File: src/rtl/microsequencer_if.sv
// Sequencing bus between the control register and the microsequencer.
// master drives control fields and conditions; slave returns addresses.
interface microsequencer_if #(
  parameter int unsigned STATE_W = 10,
  parameter int unsigned CR_W    = 6
);
  logic [2:0]         N;
  logic               inv;
  logic [1:0]         select;
  logic [CR_W-1:0]    cr;
  logic [STATE_W-1:0] decoded_state;
  logic [3:0]         cond_in;
  logic [STATE_W-1:0] next_state;
  logic [STATE_W-1:0] state;
  logic               status;

  modport master (
    output N,
    output inv,
    output select,
    output cr,
    output decoded_state,
    output cond_in,
    input  next_state,
    input  state,
    input  status
  );

  modport slave (
    input  N,
    input  inv,
    input  select,
    input  cr,
    input  decoded_state,
    input  cond_in,
    output next_state,
    output state,
    output status
  );
endinterface

File: src/rtl/microsequencer.sv
// Next-address generator feeding the microstore address (next_state).
// Ports: clk, reset (sync, active low), bus (slave side of microsequencer_if).
module microsequencer #(
  parameter int unsigned STATE_W     = 10,
  parameter int unsigned CR_W        = 6,
  parameter int unsigned RESET_STATE = 0,
  parameter int unsigned FETCH_STATE = 1
) (
  input logic              clk,
  input logic              reset,
  microsequencer_if.slave  bus
);

  localparam logic [STATE_W-1:0] RST_A = STATE_W'(RESET_STATE);
  localparam logic [STATE_W-1:0] FCH_A = STATE_W'(FETCH_STATE);
  localparam logic [STATE_W-1:0] ONE   = STATE_W'(1);

  typedef enum logic [2:0] {
    N_ENC  = 3'd0,
    N_FCH  = 3'd1,
    N_JMP  = 3'd2,
    N_INC  = 3'd3,
    N_CBR  = 3'd4,
    N_WAIT = 3'd5,
    N_CALL = 3'd6,
    N_RET  = 3'd7
  } mode_e;

  logic [STATE_W-1:0] state_q;
  logic [STATE_W-1:0] incr_q;
  logic [STATE_W-1:0] ret_q;
  logic [STATE_W-1:0] target;
  logic [STATE_W-1:0] nxt;
  logic               sts;
  mode_e              mode;

  assign target = STATE_W'(bus.cr);
  assign sts    = bus.cond_in[bus.select] ^ bus.inv;
  assign mode   = mode_e'(bus.N);

  // Reset overrides the mode so the microstore reads RESET_STATE
  // for the whole time reset is held.
  always_comb begin
    nxt = RST_A;
    if (reset) begin
      unique case (mode)
        N_ENC:  nxt = bus.decoded_state;
        N_FCH:  nxt = FCH_A;
        N_JMP:  nxt = target;
        N_INC:  nxt = incr_q;
        N_CBR:  nxt = sts ? target : incr_q;
        N_WAIT: nxt = sts ? incr_q : state_q;
        N_CALL: nxt = target;
        N_RET:  nxt = ret_q;
      endcase
    end
  end

  always_ff @(posedge clk) begin
    if (!reset) begin
      state_q <= RST_A;
      incr_q  <= RST_A + ONE;
      ret_q   <= '0;
    end else begin
      state_q <= nxt;
      incr_q  <= nxt + ONE;
      // Single-level return: a nested call overwrites it.
      if (mode == N_CALL) ret_q <= incr_q;
    end
  end

  assign bus.next_state = nxt;
  assign bus.state      = state_q;
  assign bus.status     = sts;

endmodule

File: src/flat_wrapper.sv
// flat-port wrapper written by rule: the top's interface ports become plain ports
module microsequencer_flat 
#(
  parameter int unsigned STATE_W     = 10,
  parameter int unsigned CR_W        = 6,
  parameter int unsigned RESET_STATE = 0,
  parameter int unsigned FETCH_STATE = 1
)
  (clk, reset, bus_N, bus_inv, bus_select, bus_cr, bus_decoded_state, bus_cond_in, bus_next_state, bus_state, bus_status);
  microsequencer_if #(.STATE_W(STATE_W), .CR_W(CR_W)) bus_i ();
  input logic clk;
  input logic reset;
  input wire logic [$bits(bus_i.N)-1:0] bus_N;
  input wire logic [$bits(bus_i.inv)-1:0] bus_inv;
  input wire logic [$bits(bus_i.select)-1:0] bus_select;
  input wire logic [$bits(bus_i.cr)-1:0] bus_cr;
  input wire logic [$bits(bus_i.decoded_state)-1:0] bus_decoded_state;
  input wire logic [$bits(bus_i.cond_in)-1:0] bus_cond_in;
  output wire logic [$bits(bus_i.next_state)-1:0] bus_next_state;
  output wire logic [$bits(bus_i.state)-1:0] bus_state;
  output wire logic [$bits(bus_i.status)-1:0] bus_status;
  assign bus_i.N = bus_N;
  assign bus_i.inv = bus_inv;
  assign bus_i.select = bus_select;
  assign bus_i.cr = bus_cr;
  assign bus_i.decoded_state = bus_decoded_state;
  assign bus_i.cond_in = bus_cond_in;
  assign bus_next_state = bus_i.next_state;
  assign bus_state = bus_i.state;
  assign bus_status = bus_i.status;
  microsequencer #(.STATE_W(STATE_W), .CR_W(CR_W), .RESET_STATE(RESET_STATE), .FETCH_STATE(FETCH_STATE)) u_core (.clk(clk), .reset(reset), .bus(bus_i));
endmodule
File: config.mk
export PLATFORM = sky130hd
export DESIGN_NAME = microsequencer_flat
export DESIGN_NICKNAME = d
export VERILOG_FILES = /design/src/rtl/microsequencer_if.sv /design/src/rtl/microsequencer.sv /design/src/flat_wrapper.sv
export SDC_FILE = /design/constraint.sdc
export NUM_CORES = 1
export LEC_CHECK = 0
export BUFFER_PORTS_ARGS = -buffer_cell sky130_fd_sc_hd__buf_2
export CAP_MARGIN = 20
export CORE_MARGIN = 5
export CORE_UTILIZATION = 35
export CTS_CLUSTER_SIZE = 25
export DETAILED_ROUTE_END_ITERATION = 6
export SETUP_SLACK_MARGIN = 0.1
export SYNTH_ARGS = -nofsm -noshare
export SYNTH_HDL_FRONTEND = slang
export SYNTH_SLANG_ARGS = --single-unit
File: constraint.sdc
create_clock -name clk -period 2.78 [get_ports clk]
set_clock_uncertainty 0.2 [all_clocks]
set_input_delay 0.556 -clock clk [delete_from_list [all_inputs] [get_ports clk]]
set_output_delay 0.556 -clock clk [all_outputs]
set_load 0.02 [all_outputs]
-- After elaboration in Yosys (flattened, before gate mapping)
Cells that the tools add are included.
- register bits after elaboration: 30
- latch bits: 0
- bits in writable memories: 0
- memory bits (read-only): 0
- bits of input ports: 28
- output and inout port bits: 21
- logic and storage cells: 21
- memories: 0
- $add $sub $neg: 1
- multipliers: 0
- div/mod/pow operators: 0
- $lt $le $gt $ge: 1
- eq/ne operators: 7
- shifts and indexed selects: 0
- multiplexer cells: 6
- bitwise operators: 1
- reductions and logical operators: 2
- operator list (cell ; count):
    $pmux 10 s7 ; 1
    $mux 10 ; 3
    $eq 3x3->1 const B ; 4
    $add 10x1->10 const B ; 1
    $eq 3x2->1 const B ; 2
    $eq 3x1->1 const B ; 1
    $logic_not 3->1 ; 1
    $lt 2x3->1 const B ; 1
    $bmux 1 s2 ; 1
    $reduce_or 2->1 ; 1
    $mux 1 ; 1
    $xor 1x1->1 ; 1

-- Longest topological paths before layout
Gate-level depths: netlist of the first run.
- depth after elaboration: 7
- depth in mapped cells: 11
- mapped depth without buffers: 10

-- Least setup slack after synthesis of the first run
OpenSTA, ideal clock, no wires.
- kind: input port to flip-flop
- start point: input bus_select[0]
- end point: register u_core.incr_q[9]
- setup time: 134 ps
- arrival time: 2743 ps
- setup slack: -297 ps
- stages: 9
- path through: mux4_2 xnor2_4 inv_2 o21ai_1 o311ai_1 a21oi_1 and4_1 nand3_1 xnor2_1
- word-level cells in the longest chain between the ends: 7
- ends and longest elaborated chain (item ; RTL line ; source):
    start: declaration ; flat_wrapper.sv:15 ; input wire logic [$bits(bus_i.select)-1:0] bus_select;
    $bmux 1 s2 (*) ; microsequencer.sv:38 ; assign sts = bus.cond_in[bus.select] ^ bus.inv;
    $mux 1 (not written as such) (*) ; microsequencer.sv:38 ;
    $xor 1x1->1 (*) ; microsequencer.sv:38 ;
    net bus_status ; flat_wrapper.sv:21 ; output wire logic [$bits(bus_i.status)-1:0] bus_status;
    $mux 10, on equally long branches ; microsequencer.sv:52, microsequencer.sv:51 ;
    $pmux 10 s7 (*) ; microsequencer.sv:46 ; unique case (mode)
    $mux 10 (*) ; microsequencer.sv:45 ; if (reset) begin
    net bus_next_state[7] ; flat_wrapper.sv:19 ; output wire logic [$bits(bus_i.next_state)-1:0] bus_next_state;
    $add 10x1->10 (*) ; microsequencer.sv:66 ; incr_q <= nxt + ONE;
    end signal: assignment ; microsequencer.sv:62 ; incr_q <= RST_A + ONE;
    end signal: assignment ; microsequencer.sv:66 ;
    end: declaration ; microsequencer.sv:30 ; logic [STATE_W-1:0] incr_q;
Mark *: on every way through the listed nets, which the timed path passes. The rest lies on a longest branch. The select of a mux whose other input is x is not followed.
A chain may end at the register's enable or synchronous reset.

-- Worst setup path after layout of the first run
- start point: input bus_select[0]
- end point: output bus_next_state[3]
- word-level cells in the longest chain between the ends: 6
- ends and longest elaborated chain (item ; RTL line):
    $bmux 1 s2 (*) ; microsequencer.sv:38
    $mux 1 (not written as such) (*) ; microsequencer.sv:38
    $xor 1x1->1 (*) ; microsequencer.sv:38
    $mux 10, on equally long branches ; microsequencer.sv:52, microsequencer.sv:51
    $pmux 10 s7 (*) ; microsequencer.sv:46
    $mux 10 (*) ; microsequencer.sv:45
    end: declaration ; flat_wrapper.sv:19
Every way passes the cells marked *; elsewhere a longest branch is shown, timed or not. The select of a mux whose other input is x is not followed.

==> reports/metrics.csv, run 1 <==
stage,metric,value,unit
timing,rsz0062_at_grt,yes,
placement,dp_slack,-0.352,ns
clocking,cts_made_buffers,5,
power_and_ir_drop,seqPwrFrac,38.0,%
cells_and_area,nets,333,
clocking,ctsHoldBuffers,0,
critical_path,path_max_fanout,6,
detailed_routing,vias,1887,
timing,slew_violations,0,
synthesis,ys_seq_area_share,35.0,%
critical_path,crit_path_top_delay_cell,mux4_2,
critical_path,r2r_setup_slack,0.56,ns
critical_path,cp_cell_sequence,buf_6 -> mux4_2 -> xnor2_4 -> inv_4 -> buf_4 -> buf_4 -> a21oi_2 -> o211a_1 -> a21oi_4 -> buf_6,
synthesis,synthFlopType,dfxtp_1,
cells_and_area,antennaDiodeCount,0,
timing,max_slew_margin,69.5,%
cells_and_area,area_growth,63.4,%
clocking,cts_num_sinks,30,
synthesis,yosysTopAreaCellShare,35.0,%
run_status,status,finished with violations,
timing,whs,0.255,ns
floorplanning,fp.dieH,80.0,um
timing,fin_crit,3.21,ns
synthesis,synthArstFlopShare,0,%
clocking,clkSlewWorstSetupHoldPaths,0.06,ns
detailed_routing,drc,0,
synthesis,ys_warn_count,0,
floorplanning,die_w,80.0,um
power_and_ir_drop,power.density,443,nW/um^2
clocking,cts_buffer_depth,2,
grt,grt-ovfl-total,0,
floorplanning,die_area,6400,um^2
floorplanning,io_pins,49,
power_and_ir_drop,clkPwrFrac,29.6,%
synthesis,synth_area_leaders,"dfxtp_1 (35%), mux2i_1 (5.8%), nand2_1 (5.5%)",
synthesis,yosysTopAreaCell,dfxtp_1,
clocking,cts_tree,done,
detailed_routing,viasPerCell,5.07,
clocking,h-tree-depth,2,
grt,grt_usage,17.9,%
power_and_ir_drop,power.switching,388,uW
detailed_routing,wl_per_cell,15.3,um
grt,first_global_vias,1865,
timing,final.period_utilization,115,%
placement,numPortBuffers,48,
placement,place_congestion,0.900,
placement,dp_hpwl,4100,um
power_and_ir_drop,power.internal,854,uW
synthesis,synth_area_per_cell,8.32,um^2
synthesis,synth-edff-count,0,
timing,fmax,312,MHz
critical_path,critPathLaunchType,primary input,
cells_and_area,multiInputGateArea,1250,um^2
cells_and_area,n_fill_cell,426,
synthesis,netlist_instances,206,
cells_and_area,drive_gt1_share,49.5,%
synthesis,netlist_area,1710,um^2
critical_path,slowest_delay,0.57,ns
critical_path,critical_path_class,in2out,
critical_path,worstSetupEndpointType,output pin,
run_status,violations,setup timing,
critical_path,crit_family,buffers and inverters,
cells_and_area,seq_area,601,um^2
critical_path,crit_buf_inv,5,
detailed_routing,ant_nets,0,
grt,antenna_found_initial,0,
critical_path,cp.required,2.02,ns
floorplanning,rows,25,
synthesis,synth_cell_types,44,
floorplanning,core,4750,um^2
timing,setup_ws,-0.426,ns
synthesis,yosys_register_bits,30,
detailed_routing,drtIter0Drc,149,
floorplanning,start_util,36.1,%
grt,grt_max_degree,13,
power_and_ir_drop,p_sw_share,31.2,%
detailed_routing,wl,5690,um
job,maxCapViolCount,0,
detailed_routing,first_pass_iters,4,
power_and_ir_drop,vdd_ir_drop_max,0.287,mV
timing,setup_viol,19,
timing,hold_violations,0,
critical_path,crit_arrival,2.45,ns
clocking,worstSkewPairLatency,0.29,ns
power_and_ir_drop,p_leak,1.22,nW
min_path,min_path_type,reg2reg,
power_and_ir_drop,p_comb_share,32.4,%
grt,grt_pass1_wl,8910,um
synthesis,syn_nets,235,
timing,tightest_slew,0.456,ns
clocking,root_buffer,clkbuf_8,
## per-stage QoR
stage	total power [mW]	setup TNS, ns	area [um^2]	util, %	instances
CTS	1.20	-2.74	2660	55.9	365
detailed placement	0.799	-4.65	2410	50.6	351
global placement	0.799	-4.43	2410	50.6	351
finish	1.24	-4.93	2800	58.9	372
global route	1.29	-6.52	2800	58.9	372
floorplan	0.660	-1.09	1810	-	206
## path summary, 6_finish.rpt
path | start | end | depth (start not counted)
setup / recovery | bus_select[0] | bus_next_state[3] | 10
hold / removal | u_core.ret_q[6] | u_core.ret_q[6] | 2
setup reg to reg | u_core.incr_q[0] | u_core.incr_q[2] | 11
hold reg to reg | u_core.ret_q[6] | u_core.ret_q[6] | 2
## power by group through the flow
stage	registers (mW)	clock network (mW)	logic [mW]
after detailed placement	0.480	0	0.319
final	0.472	0.367	0.402
after floorplan	0.486	0	0.175
after global routing	0.474	0.387	0.432
after CTS	0.471	0.370	0.363
after global placement	0.481	0	0.318
## placed cells by master (no fill, tap or decap), types with 3 or more instances in the layout
cell,synthesis,layout
o211a_4,0,3
clkbuf_8,0,6
nand2_1,25,23
dfxtp_1,30,30
mux2i_1,10,10
nand3_1,15,12
buf_4,1,55
a31oi_4,1,3
a21oi_2,1,5
buf_6,0,14
a21oi_1,17,11
inv_1,4,4
nor2_1,11,10
buf_2,0,36
a31oi_1,10,8
xnor2_1,7,5
o211a_1,7,4
nor2b_1,3,3
o21ai_0,12,10
xor2_1,3,3
## worst min-delay path, delay by kind of cell (launching register included)
family | cells | cell delay (ns)
AO/OA/AOI/OAI | 1 | 0.05
flip-flops | 1 | 0.31
AND/OR/NAND/NOR | 1 | 0.05
## cell families (layout without fill, tap and decap cells)
| family | count (synthesis) | count (layout) | share of synthesized area, % |
|---|---|---|---|
| simple gates | 70 | 70 | 20.1 |
| compound gates | 63 | 63 | 25.2 |
| flops | 30 | 30 | 35.0 |
| buf+inv | 19 | 118 | 4.38 |
| mux | 12 | 12 | 7.81 |
| xor+xnor | 11 | 11 | 6.72 |
| fa+ha+maj | 1 | 1 | 0.730 |
## flip-flops by register name, indices dropped and copies added, names as in the netlist
register,flops
u_core.incr_q,10
u_core.ret_q,10
u_core.bus.state,10
## routing by layer
metal	share of wire, %	global-route usage, %	vias to the layer above
met1	45	23.2	881
li1	-	-	948
met5	0	0	-
met4	1.2	5.07	0
met2	48	29.8	52
met3	4.9	3.95	6
## Yosys cell counts (all sizes together) (4+ instances only)
library cell / n
nand2: 25
inv: 5
nor2: 12
clkbuf: 11
mux2i: 10
o211a: 7
a21oi: 18
nand3: 15
o21ai: 13
dfxtp: 30
a31oi: 11
o21a: 4
xnor2: 8
## final cells by class
type | instances | area share, %
clock buffer | 7 | 3.08
clock inverter | 1 | 0.179
inverter | 5 | 0.760
multi-input combinational | 157 | 44.7
sequential | 30 | 21.4
tap | 67 | 2.99
timing repair buffer | 105 | 26.8
## repair_timing
item / CTS / global route
resized for setup: 25 / 24
endpoints found under the setup margin: 14 / 20
pin swaps: 11 / 9
setup buffers: 6 / 6
cloned: 0 / 1
Note: power is estimated with default switching activity, not from simulation.
==> run 2: changes to the inputs <==
--- a/config.mk
+++ b/config.mk
@@ -11,6 +11,7 @@
 export CORE_UTILIZATION = 35
 export CTS_CLUSTER_SIZE = 25
 export DETAILED_ROUTE_END_ITERATION = 6
+export REMOVE_ABC_BUFFERS = 1
 export SETUP_SLACK_MARGIN = 0.1
 export SYNTH_ARGS = -nofsm -noshare
 export SYNTH_HDL_FRONTEND = slang
==> reports/metrics.csv, run 2 (synthesized netlist as in run 1, its figures left out) <==
stage,metric,value,unit,change
clocking,cts_made_buffers,5,,unchanged
grt,grt_max_degree,18,,was 13
cells_and_area,final_common_cell,buf_4,,unchanged
critical_path,crit_path_start,bus_select[0],,unchanged
min_path,min_path_type,reg2reg,,unchanged
timing,max_slew_margin,66.0,%,was 69.5%
timing,slew_violations,0,,unchanged
critical_path,critical_path_class,in2out,,unchanged
grt,use_met2,29.3,%,was 29.8%
clocking,h-tree-depth,2,,unchanged
critical_path,path_max_fanout,6,,unchanged
floorplanning,die_area,6400,um^2,unchanged
job,maxCapViolCount,0,,unchanged
cells_and_area,final_cells,378,,was 372
clocking,clkSlewWorstSetupHoldPaths,0.06,ns,about the same
timing,setup_ws,-0.373,ns,was -0.426 ns
placement,dp_hpwl,4250,um,was 4100 um
floorplanning,core,4750,um^2,unchanged
detailed_routing,drc,0,,unchanged
run_status,status,finished with violations,,unchanged
clocking,cts_buffer_depth,2,,unchanged
placement,dp.cells,353,,was 351
detailed_routing,ant_nets,0,,unchanged
cells_and_area,final_core_util,57.9,%,was 58.9%
critical_path,worstSetupEndpointType,output pin,,unchanged
clocking,cts_num_sinks,30,,unchanged
grt,grt_pass1_wl,8880,um,was 8910 um
timing,final.period_utilization,113,%,was 115%
grt,use_met3,3.39,%,was 3.95%
placement,numPortBuffers,48,,unchanged
timing,whs,0.261,ns,was 0.255 ns
critical_path,setup.worst_path.end,bus_next_state[1],,was bus_next_state[3]
detailed_routing,wl_per_cell,15.6,um,was 15.3 um
power_and_ir_drop,power.density,449,nW/um^2,was 443 nW/um^2
grt,grt-ovfl-total,0,,unchanged
floorplanning,io_pins,49,,unchanged
timing,tightest_slew,0.508,ns,was 0.456 ns
power_and_ir_drop,vdd_ir_drop_max,0.241,mV,was 0.287 mV
cells_and_area,final_cell_mix,"buf_4 (60), buf_2 (37), dfxtp_1 (30)",,"was buf_4 (55), buf_2 (36), dfxtp_1 (30)"
critical_path,r2r_start,u_core.incr_q[1],,was u_core.incr_q[0]
timing,rsz0062_at_grt,yes,,unchanged
clocking,root_buffer,clkbuf_8,,unchanged
timing,fin_crit,3.15,ns,was 3.21 ns
grt,grt_busiest_layer,met2,,unchanged
cells_and_area,n_fill_cell,457,,was 426
placement,dp_slack,-0.397,ns,was -0.352 ns
floorplanning,die_w,80.0,um,unchanged
cells_and_area,area_growth,60.5,%,was 63.4%
grt,antenna_found_initial,0,,unchanged
floorplanning,rows,25,,unchanged
run_status,violations,setup timing,,unchanged
detailed_routing,viasPerCell,5.11,,was 5.07
grt,first_global_vias,1830,,was 1865
clocking,worstSkewPairLatency,0.28,ns,was 0.29 ns
power_and_ir_drop,p_leak,1.26,nW,was 1.22 nW
cells_and_area,antennaDiodeCount,0,,unchanged
critical_path,critPathLaunchType,primary input,,unchanged
critical_path,r2r_end,u_core.incr_q[6],,was u_core.incr_q[2]
critical_path,cp.required,2.02,ns,about the same
critical_path,r2r_setup_slack,0.57,ns,was 0.56 ns
timing,fmax,317,MHz,was 312 MHz
detailed_routing,wl,5910,um,was 5690 um
grt,grt_usage,18.1,%,was 17.9%
critical_path,r2r_cells,9,,was 11
floorplanning,fp.dieH,80.0,um,unchanged
detailed_routing,first_pass_iters,6,,was 4
floorplanning,start_util,36.1,%,unchanged
grt,met1_usage,24.1,%,was 23.2%
placement,place_congestion,0.962,,was 0.900
cells_and_area,nets,339,,was 333
timing,tns,-3.89,ns,was -4.93 ns
clocking,ctsHoldBuffers,0,,unchanged
cells_and_area,drive_gt1_share,46.3,%,was 49.5%
timing,setup_viol,18,,was 19
timing,hold_violations,0,,unchanged
detailed_routing,drtIter0Drc,168,,was 149
detailed_routing,vias,1930,,was 1887
clocking,cts_tree,done,,unchanged
critical_path,crit_arrival,2.40,ns,was 2.45 ns
[run 2: how the worst min path moves through the flow]
stage / from / slack (ns) / end / cells after the start
final: u_core.ret_q[8] / 0.26 / u_core.ret_q[8] / 2
after global routing: u_core.ret_q[7] / 0.28 / u_core.ret_q[7] / 2
after CTS: u_core.ret_q[3] / 0.26 / u_core.ret_q[3] / 2
after detailed placement: u_core.ret_q[8] / 0.25 / u_core.ret_q[8] / 2
after global placement: u_core.ret_q[8] / 0.25 / u_core.ret_q[8] / 2
after floorplan: u_core.ret_q[5] / 0.24 / u_core.ret_q[5] / 2
[run 2: repair_timing]
action | CTS | global route
gates resized for setup | 30 | 14
pin swaps | 13 | 6
buffers inserted | 10 | 7
setup endpoints to repair | 16 | 20
[run 2: layout make-up]
class / count / area [um^2] / area share [%]
clock inverter: 1 / 5.00 / 0.182
tap: 67 / 83.8 / 3.05
inverter: 5 / 18.8 / 0.682
timing repair buffer: 111 / 811 / 29.5
sequential: 30 / 601 / 21.8
clock buffer: 7 / 86.3 / 3.14
multi-input combinational: 157 / 1150 / 41.7
[run 2: through the flow]
step	total power [mW]	area [um^2]
after floorplan	0.625	1660
after global routing	1.30	2750
after CTS	1.20	2640
final	1.23	2750
after detailed placement	0.794	2350
after global placement	0.793	2350
[run 2: metal layers]
layer  up-vias  share of wire, %  wire, um
li1        958                 -         -
met1       907                44      2610
met2        57                50      2960
met3         8               4.6       270
met4         0               1.1        63
met5         -                 0         0
[run 2: report_power, final]
group	internal (mW)	leakage [nW]	total (mW)	switching (mW)
logic	0.206	0.970	0.404	0.197
registers	0.453	0.245	0.472	0.0182
clock network	0.199	0.0482	0.359	0.160
total	0.859	1.26	1.23	0.376
[run 2: critical path, cell delays in order]
cell	delay (ns)
buf_6	0.07
mux4_2	0.56
xnor2_4	0.22
inv_2	0.11
buf_4	0.16
nor4_4	0.21
a311o_2	0.18
o211a_1	0.20
buf_6	0.13
==> run 3: changes to the inputs <==
==> constraint.sdc (replaced) <==
create_clock -name clk -period 4.03 [get_ports clk]
set_clock_uncertainty 0.2 [all_clocks]
set_input_delay 0.806 -clock clk [delete_from_list [all_inputs] [get_ports clk]]
set_output_delay 0.806 -clock clk [all_outputs]
set_load 0.02 [all_outputs]
==> reports/metrics.csv, run 3 (synthesized netlist as in run 1, its figures left out) <==
stage,metric,value,unit,change
run_status,status,finished with violations,,unchanged
run_status,violations,DRC,,was setup timing
grt,grt_pass1_wl,8400,um,was 8880 um
timing,fmax,262,MHz,
timing,final.period_utilization,94.7,%,
clocking,worstSkewPairLatency,0.29,ns,was 0.28 ns
detailed_routing,wl,5090,um,was 5910 um
timing,setup_ws,0.215,ns,was -0.373 ns
critical_path,crit_path_start,bus_select[0],,unchanged
placement,dp_hpwl,3870,um,was 4250 um
cells_and_area,n_fill_cell,496,,was 457
power_and_ir_drop,total_power,764,uW,was 1.23 mW
critical_path,slowest_delay,0.57,ns,was 0.56 ns
clocking,cts_tree,done,,unchanged
floorplanning,rows,25,,unchanged
critical_path,critical_path_class,in2out,,unchanged
critical_path,r2r_start,u_core.incr_q[2],,was u_core.incr_q[1]
clocking,root_buffer,clkbuf_8,,unchanged
critical_path,setup.worst_path.end,bus_next_state[9],,was bus_next_state[1]
floorplanning,io_pins,49,,unchanged
critical_path,cp_common_cell,buf_2,,was buf_6
clocking,ctsHoldBuffers,0,,unchanged
critical_path,crit_family,compound AO/OA/AOI/OAI gates,,was multiplexers
clocking,clkSlewWorstSetupHoldPaths,0.06,ns,about the same
critical_path,cp.required,3.02,ns,was 2.02 ns
timing,setup_viol,0,,was 18
job,maxCapViolCount,0,,unchanged
timing,max_slew_margin,62.1,%,was 66.0%
grt,first_global_vias,1675,,was 1830
cells_and_area,area_growth,28.0,%,was 60.5%
power_and_ir_drop,power.density,348,nW/um^2,was 449 nW/um^2
clocking,h-tree-depth,2,,unchanged
floorplanning,fp.dieH,80.0,um,unchanged
detailed_routing,drtIter0Drc,163,,was 168
timing,tightest_slew,0.566,ns,was 0.508 ns
power_and_ir_drop,vdd_ir_drop_max,0.170,mV,was 0.241 mV
detailed_routing,ant_nets,0,,unchanged
detailed_routing,first_pass_iters,7,,was 6
floorplanning,die_w,80.0,um,unchanged
cells_and_area,nets,290,,was 339
critical_path,r2r_setup_slack,1.91,ns,was 0.57 ns
timing,rsz0062_at_grt,yes,,unchanged
placement,place_congestion,0.850,,was 0.962
critical_path,path_max_fanout,8,,was 6
timing,fin_crit,3.82,ns,
timing,hold_violations,0,,unchanged
detailed_routing,vias,1738,,was 1930
critical_path,r2r_cells,8,,was 9
cells_and_area,final_common_cell,buf_2,,was buf_4
power_and_ir_drop,p_leak,0.982,nW,was 1.26 nW
grt,grt_max_degree,17,,was 18
floorplanning,core,4750,um^2,unchanged
critical_path,critPathLaunchType,primary input,,unchanged
critical_path,r2r_end,u_core.incr_q[9],,was u_core.incr_q[6]
critical_path,worstSetupEndpointType,output pin,,unchanged
timing,tns,0,ns,was -3.89 ns
cells_and_area,drive_gt1_share,30.5,%,was 46.3%
critical_path,crit_buf_inv,3,,was 4
grt,grt_usage,17.1,%,was 18.1%
cells_and_area,final_core_util,46.2,%,was 57.9%
grt,antenna_found_initial,0,,unchanged
placement,dp_slack,0.144,ns,was -0.397 ns
detailed_routing,wl_per_cell,15.5,um,was 15.6 um
critical_path,cp_cell_sequence,buf_2 -> mux4_2 -> xnor2_4 -> inv_2 -> a21oi_2 -> o22ai_1 -> a222oi_1 -> nor2_1 -> buf_2,,was buf_6 -> mux4_2 -> xnor2_4 -> inv_2 -> buf_4 -> nor4_4 -> a311o_2 -> o211a_1 -> buf_6
cells_and_area,final_cell_mix,"buf_2 (48), dfxtp_1 (30), nand2_1 (25)",,"was buf_4 (60), buf_2 (37), dfxtp_1 (30)"
clocking,cts_made_buffers,5,,unchanged
detailed_routing,drc,3,,was 0
placement,numPortBuffers,48,,unchanged
critical_path,crit_path_top_delay_cell,mux4_2,,unchanged
critical_path,crit_arrival,2.81,ns,was 2.40 ns
clocking,cts_num_sinks,30,,unchanged
timing,slew_violations,0,,unchanged
floorplanning,die_area,6400,um^2,unchanged
floorplanning,start_util,36.1,%,unchanged
min_path,hold_start,u_core.ret_q[5],,was u_core.ret_q[8]
min_path,min_path_type,reg2reg,,unchanged
cells_and_area,antennaDiodeCount,0,,unchanged
grt,grt-ovfl-total,0,,unchanged
critical_path,path_depth,9,,unchanged
detailed_routing,viasPerCell,5.28,,was 5.11
clocking,cts_buffer_depth,2,,unchanged
==> run 3: cell count changes in the layout (fill, tap and decap cells not counted), sizes merged <==
cell,change
buf,-49
==> run 3: worst register-to-register path, delay by kind of cell (launching register included) <==
family	cells	cell delay (ns)
DFF	1	0.36
and+or+nand+nor	3	0.64
muxes	1	0.08
AOI/OAI and AO/OA	3	0.59
xor gates and xnor gates	1	0.15
==> run 3: per-layer routing <==
metal	part of all wire, %	GRT usage, %	up-vias
met2	47	26.2	48
met1	46	23.0	816
li1	-	-	861
met4	2.6	8.78	0
met5	0	0	-
met3	5.0	2.71	13
==> run 3: final cells by class <==
type	instances	area (um^2)	area share, %
Clock buffer	7	86.3	3.93
Timing Repair Buffer	62	358	16.3
Clock inverter	1	5.00	0.228
Inverter	5	18.8	0.855
Multi-Input combinational cell	157	1040	47.5
Sequential cell	30	601	27.4
Tap cell	67	83.8	3.82
==> run 3: power breakdown <==
group	switching, mW	internal (mW)
Sequential	0.0117	0.313
Combinational	0.108	0.0769
Clock	0.117	0.138
==> run 3: repair_timing <==
item | 4_1_cts | 5_1_grt
setup buffers | 0 | 2
setup endpoints to repair | 0 | 4
gates resized for setup | 0 | 2
hold endpoints to repair | 0 | 0
==> run 3: through the flow <==
step,area [um^2],hold WS (ns),instances
3_3_place_gp,2070,0.246,319
5_1_grt,2190,0.294,329
3_5_place_dp,2070,0.252,319
2_1_floorplan,1660,0.236,192
6_report,2190,0.261,329
4_1_cts,2160,0.261,327
==> run 3: worst min-delay path by stage <==
stage / endpoint / slack, ns / cells past startpoint
detailed placement: u_core.ret_q[6] / 0.25 / 2
CTS: u_core.ret_q[6] / 0.26 / 2
finish: u_core.ret_q[5] / 0.26 / 2
global placement: u_core.ret_q[5] / 0.25 / 2
global route: u_core.ret_q[6] / 0.29 / 2
floorplan: u_core.ret_q[5] / 0.24 / 2
